[config.mk]
export PLATFORM = sky130hd
export DESIGN_NAME = axi_lite_write_arbiter
export DESIGN_NICKNAME = d
export VERILOG_FILES = /design/src/rtl/axi_lite_write_arbiter_pkg.sv /design/src/rtl/axi_lite_write_arbiter_rr.sv /design/src/rtl/axi_lite_write_arbiter.sv
export SDC_FILE = /design/constraint.sdc
export NUM_CORES = 1
export LEC_CHECK = 0
export CELL_PAD_IN_SITES_DETAIL_PLACEMENT = 1
export CELL_PAD_IN_SITES_GLOBAL_PLACEMENT = 2
export CORE_MARGIN = 2
export CORE_UTILIZATION = 21
export CTS_CLUSTER_DIAMETER = 60
export DETAILED_ROUTE_END_ITERATION = 6
export PLACE_DENSITY = 0.8
export SLEW_MARGIN = 15
export SYNTH_ARGS = -nofsm -noshare
export SYNTH_HDL_FRONTEND = slang
export SYNTH_SLANG_ARGS = --single-unit
[constraint.sdc]
create_clock -name aclk -period 4.2 [get_ports aclk]
set_input_delay 0.84 -clock aclk [delete_from_list [all_inputs] [get_ports aclk]]
set_output_delay 0.84 -clock aclk [all_outputs]
set_load 0.03 [all_outputs]
[src/rtl/axi_lite_write_arbiter_pkg.sv]
// Shared encodings for the AXI-Lite write arbiter: B response codes and FSM states.
package axi_lite_write_arbiter_pkg;

  localparam logic [1:0] AXI_RESP_OKAY   = 2'b00;
  localparam logic [1:0] AXI_RESP_EXOKAY = 2'b01;
  localparam logic [1:0] AXI_RESP_SLVERR = 2'b10;
  localparam logic [1:0] AXI_RESP_DECERR = 2'b11;

  typedef enum logic [1:0] {
    ST_IDLE  = 2'd0,
    ST_ISSUE = 2'd1,
    ST_RESP  = 2'd2,
    ST_DONE  = 2'd3
  } state_e;

endpackage

[src/rtl/axi_lite_write_arbiter_rr.sv]
// Combinational round-robin pick: first set request after last_i, wrapping.
module rr_arbiter #(
  parameter int NUM_REQ = 4,
  parameter int GRANT_W = $clog2(NUM_REQ)
) (
  input  logic [NUM_REQ-1:0] req_i,
  input  logic [GRANT_W-1:0] last_i,
  output logic [NUM_REQ-1:0] gnt_o,
  output logic [GRANT_W-1:0] idx_o,
  output logic               any_o
);

  logic [GRANT_W-1:0] pos;

  // last_i itself is visited last, so a previous winner only wins when alone
  always_comb begin
    gnt_o = '0;
    idx_o = '0;
    any_o = 1'b0;
    pos   = '0;
    for (int k = 1; k <= NUM_REQ; k++) begin
      pos = GRANT_W'((int'(last_i) + k) % NUM_REQ);
      if (!any_o && req_i[pos]) begin
        any_o      = 1'b1;
        gnt_o[pos] = 1'b1;
        idx_o      = pos;
      end
    end
  end

endmodule

[src/rtl/axi_lite_write_arbiter.sv]
// Shares one AXI-Lite AW/W/B write port between NUM_REQ requesters, round-robin,
// one outstanding write at a time.
module axi_lite_write_arbiter
  import axi_lite_write_arbiter_pkg::*;
#(
  parameter int NUM_REQ      = 4,
  parameter int ADDRESS_SIZE = 32,
  parameter int DATA_SIZE    = 32,
  parameter int WRITE_STROBE = DATA_SIZE / 8,
  parameter int GRANT_W      = $clog2(NUM_REQ)
) (
  input  logic                            aclk,
  input  logic                            areset,
  input  logic [NUM_REQ-1:0]              req_valid,
  input  logic [NUM_REQ*ADDRESS_SIZE-1:0] req_address,
  input  logic [NUM_REQ*DATA_SIZE-1:0]    req_data,
  input  logic [NUM_REQ*WRITE_STROBE-1:0] req_strobe,
  output logic [NUM_REQ-1:0]              req_done,
  output logic [1:0]                      req_response,
  output logic [GRANT_W-1:0]              grant_index,
  output logic                            busy,
  output logic [ADDRESS_SIZE-1:0]         write_address,
  output logic                            write_address_valid,
  input  logic                            write_address_ready,
  output logic [DATA_SIZE-1:0]            write_data,
  output logic [WRITE_STROBE-1:0]         write_data_strobe,
  output logic                            write_data_valid,
  input  logic                            write_data_ready,
  input  logic [1:0]                      write_response,
  input  logic                            write_response_valid,
  output logic                            write_response_ready
);

  logic [NUM_REQ-1:0][ADDRESS_SIZE-1:0] addr_a;
  logic [NUM_REQ-1:0][DATA_SIZE-1:0]    data_a;
  logic [NUM_REQ-1:0][WRITE_STROBE-1:0] strb_a;

  assign addr_a = req_address;
  assign data_a = req_data;
  assign strb_a = req_strobe;

  state_e             state_q;
  logic [GRANT_W-1:0] last_q;
  logic [NUM_REQ-1:0] gnt_q;

  logic [NUM_REQ-1:0] arb_gnt;
  logic [GRANT_W-1:0] arb_idx;
  logic               arb_any;

  rr_arbiter #(.NUM_REQ(NUM_REQ), .GRANT_W(GRANT_W)) u_rr (
    .req_i  (req_valid),
    .last_i (last_q),
    .gnt_o  (arb_gnt),
    .idx_o  (arb_idx),
    .any_o  (arb_any)
  );

  always_ff @(posedge aclk or posedge areset) begin
    if (areset) begin
      state_q              <= ST_IDLE;
      last_q               <= GRANT_W'(NUM_REQ - 1);
      gnt_q                <= '0;
      req_done             <= '0;
      req_response         <= AXI_RESP_OKAY;
      grant_index          <= '0;
      busy                 <= 1'b0;
      write_address        <= '0;
      write_address_valid  <= 1'b0;
      write_data           <= '0;
      write_data_strobe    <= '0;
      write_data_valid     <= 1'b0;
      write_response_ready <= 1'b0;
    end else begin
      req_done <= '0;
      case (state_q)
        ST_IDLE: begin
          if (arb_any) begin
            grant_index         <= arb_idx;
            gnt_q               <= arb_gnt;
            write_address       <= addr_a[arb_idx];
            write_data          <= data_a[arb_idx];
            write_data_strobe   <= strb_a[arb_idx];
            write_address_valid <= 1'b1;
            write_data_valid    <= 1'b1;
            busy                <= 1'b1;
            state_q             <= ST_ISSUE;
          end
        end
        ST_ISSUE: begin
          // AW and W retire independently; a channel already done counts as complete
          if (write_address_ready) write_address_valid <= 1'b0;
          if (write_data_ready)    write_data_valid    <= 1'b0;
          if ((!write_address_valid || write_address_ready) &&
              (!write_data_valid || write_data_ready)) begin
            write_response_ready <= 1'b1;
            state_q              <= ST_RESP;
          end
        end
        ST_RESP: begin
          if (write_response_valid) begin
            req_response         <= write_response;
            write_response_ready <= 1'b0;
            req_done             <= gnt_q;
            busy                 <= 1'b0;
            state_q              <= ST_DONE;
          end
        end
        ST_DONE: begin
          last_q  <= grant_index;
          state_q <= ST_IDLE;
        end
        default: state_q <= ST_IDLE;
      endcase
    end
  end

endmodule

==> results.json <==
{
  "synth_ff_type": "dfrtp_1",
  "die-area_mm2": 0.0309,
  "ys_types": 36,
  "rsz0062_at_grt": "false",
  "power.density_mw_per_mm2": 902,
  "grt_pass1_vias": 7098,
  "multi_input_area_mm2": 0.00366,
  "htreeDepth": 3,
  "fmax_mhz": 264,
  "first_pass_iters": 4,
  "fin_skew_ps": 11.8,
  "die_h_um": 176,
  "antenna_cells": 0,
  "setup-violations-final": 0,
  "min_period_ps": 3780,
  "syn_nets": 969,
  "worstPathBufferInverterCount": 2,
  "ant_nets": 0,
  "ios": 363,
  "port_buffers": 362,
  "slew_headroom_pct": 61.2,
  "nFillCells": 3275,
  "antenna_found_initial": 1,
  "final_util_pct": 36.6,
  "dpl.hpwl_mm": 21.4,
  "synth_edf_count": 0,
  "ys.warnings.count": 0,
  "clockBufferDepth": 2,
  "hold_path.class": "reg -> reg",
  "seqCellArea_mm2": 0.00220,
  "finalHoldViolCount": 0,
  "cp-start-kind": "flip-flop",
  "syn2layout_area_growth_pct": 70.7,
  "cellLeakagePower_nw": 4.21,
  "period_share_pct": 90.1,
  "path_clk_slew_ps": 80,
  "synth.top_cell.area_share_pct": 34.8,
  "cts_made_buffers": 9,
  "drt_iter0_markers": 224,
  "cts_setup_buffers": 0,
  "syn_area_per_cell_um2": 9.20,
  "via_count": 6821,
  "via_per_inst": 4.91,
  "maxCapViolCount": 0,
  "root_buffer": "clkbuf_16",
  "critPathKind": "reg -> reg",
  "cts_tree": "yes",
  "row_count": 62,
  "drc": 0,
  "ys_seq_elements": 88,
  "layout.nets": 1296,
  "path_delay_family": "flip-flops",
  "cp_data_arrival_time_ps": 4020,
  "synth_cells": 673,
  "gr-total-overflow": 0,
  "core_mm2": 0.0289,
  "drive_gt1_share_pct": 8.56,
  "die-width_um": 176,
  "track_usage_pct": 18.0,
  "async_flop_share_pct": 100,
  "setup-tns-final_ps": 0,
  "cpMaxStageDelayCell": "dfstp_2",
  "clock_sinks": 88,
  "clk_latency_ps": 360,
  "grt_max_degree": 66,
  "yosysTopAreaCell": "dfrtp_1",
  "grt_pass1_wl_mm": 43.0,
  "initial_core_util_pct": 21.5,
  "status": "finished, final reports clean",
  "tightestPinTransition_ps": 582,
  "seq_area_frac_synth_pct": 35.6,
  "end_kind": "flip-flop",
  "ys_top_cells_by_area": "dfrtp_1 35%, and3_1 9.9%, a211oi_1 8.2%",
  "peakVddDrop_mv": 0.415,
  "path_cells": "inv_1, ha_1, mux4_2, or4_1, o21ai_0, and2_2, buf_4, a211oi_2, o31ai_1",
  "wirelength_mm": 28.6,
  "max_stage_delay_ps": 760,
  "cp_max_fo": 33,
  "syn-cell-area_mm2": 0.00619,
  "globalplace.congestion": 0.806,
  "cp.required_ps": 4440,
  "ctsResizeCount": 0,
  "drv_slew": 0,
  "wl_per_cell_um": 20.6,
  "postCtsHoldBufs": 0
}
## layer usage
| layer | track usage [%] | part of all wire [%] |
|---|---|---|
| met1 | 22.7 | 43 |
| met2 | 31.4 | 50 |
| met3 | 3.77 | 4.9 |
| met4 | 4.17 | 1.7 |
| met5 | 0 | 0.042 |
## tightest hold or removal path, cell delays in order, from the launching register on
cell	delay, ps
dfrtp_1	340
nand2_1	50
o21ai_0	60
## cells by family after synthesis
group / Yosys count / share of synthesized area [%]
AO/OA/AOI/OAI: 238 / 29.5
multiplexers: 52 / 9.27
adder cells (fa/ha/maj): 13 / 2.63
flip-flops: 88 / 35.6
AND/OR/NAND/NOR: 203 / 16.9
buffers and inverters: 79 / 6.10
## Yosys cell counts, types with 2 or more instances
library cell and count:
a221oi_1 4, nor2b_1 4, and3_1 98, clkbuf_4 4, o21ai_1 3, mux2i_1 45, or3_1 2, ha_1 13
o32ai_1 43, nand2_2 2, mux4_2 4, a22o_1 3, dfstp_2 2, clkbuf_1 44, mux2_2 3, o31ai_1 26
a211oi_1 68, nand2_1 41, nor2_1 51, inv_1 8, a21oi_1 3, buf_2 14, dfrtp_1 86, o21ai_0 55
a211oi_2 26, buf_6 6, buf_1 2, a22oi_1 5
## placed cells by master (no fill, tap or decap), types with 2 or more instances in the layout
cell | Yosys | routed
clkdlybuf4s50_1 | 0 | 362
and3_1 | 98 | 98
dfrtp_1 | 86 | 86
a211oi_1 | 68 | 68
o21ai_0 | 55 | 55
nor2_1 | 51 | 50
mux2i_1 | 45 | 45
o32ai_1 | 43 | 43
nand2_1 | 41 | 41
a211oi_2 | 26 | 26
o31ai_1 | 26 | 26
buf_4 | 1 | 18
ha_1 | 13 | 13
clkbuf_16 | 0 | 9
inv_1 | 8 | 7
buf_12 | 0 | 7
mux4_2 | 4 | 4
a22oi_1 | 5 | 4
a221oi_1 | 4 | 4
nor2b_1 | 4 | 3
mux2_2 | 3 | 3
a22o_1 | 3 | 3
a21oi_1 | 3 | 3
inv_6 | 0 | 3
inv_8 | 0 | 3
o21ai_1 | 3 | 2
dfstp_2 | 2 | 2
## final timing paths
kind                           start                end  slack, ps  cells after the start
setup / recovery           last_q[0]  write_address[11]        420                      9
hold / removal              gnt_q[1]           gnt_q[1]        480                      2
setup reg to reg           last_q[0]  write_address[11]        420                      9
hold reg to reg             gnt_q[1]           gnt_q[1]        480                      2
max in group asynchronous     areset  write_address[31]       2390                      3
min in group asynchronous     areset      write_data[4]        860                      2
## sequential cells by signal (all words and copies together) (netlist names)
signal	cells
write_address_valid	1
state_q	2
busy	1
gnt_q	4
write_response_ready	1
write_data_strobe	4
req_response	2
write_data_valid	1
write_data	32
grant_index	2
last_q	2
write_address	32
req_done	4
## power breakdown
part	internal (W)	switching, W
sequential	0.00131	0.000316
combinational	0.00290	0.00415
clock	0.000424	0.000437
total	0.00463	0.00491
## layout make-up
cell class                 count  share of cell area, %
clock inverter                 7                  0.651
timing repair buffer         387                   36.9
multi-input combinational    506                   34.6
sequential                    88                   20.9
clock buffer                   9                   2.13
inverter                       8                  0.308
tap                          384                   4.55
## metrics by stage
step,instance area (um^2),cells,hold slack (ps),worst slack (ps),total power (W)
finish,10600,1389,478,417,0.00954
global route,10600,1389,501,130,0.0103
CTS,10600,1389,487,402,0.00968
detailed placement,10300,1373,468,270,0.00878
global placement,10300,1373,456,397,0.00863
floorplan,6190,673,442,1080,0.00626
(Power assumes the default switching activity.)
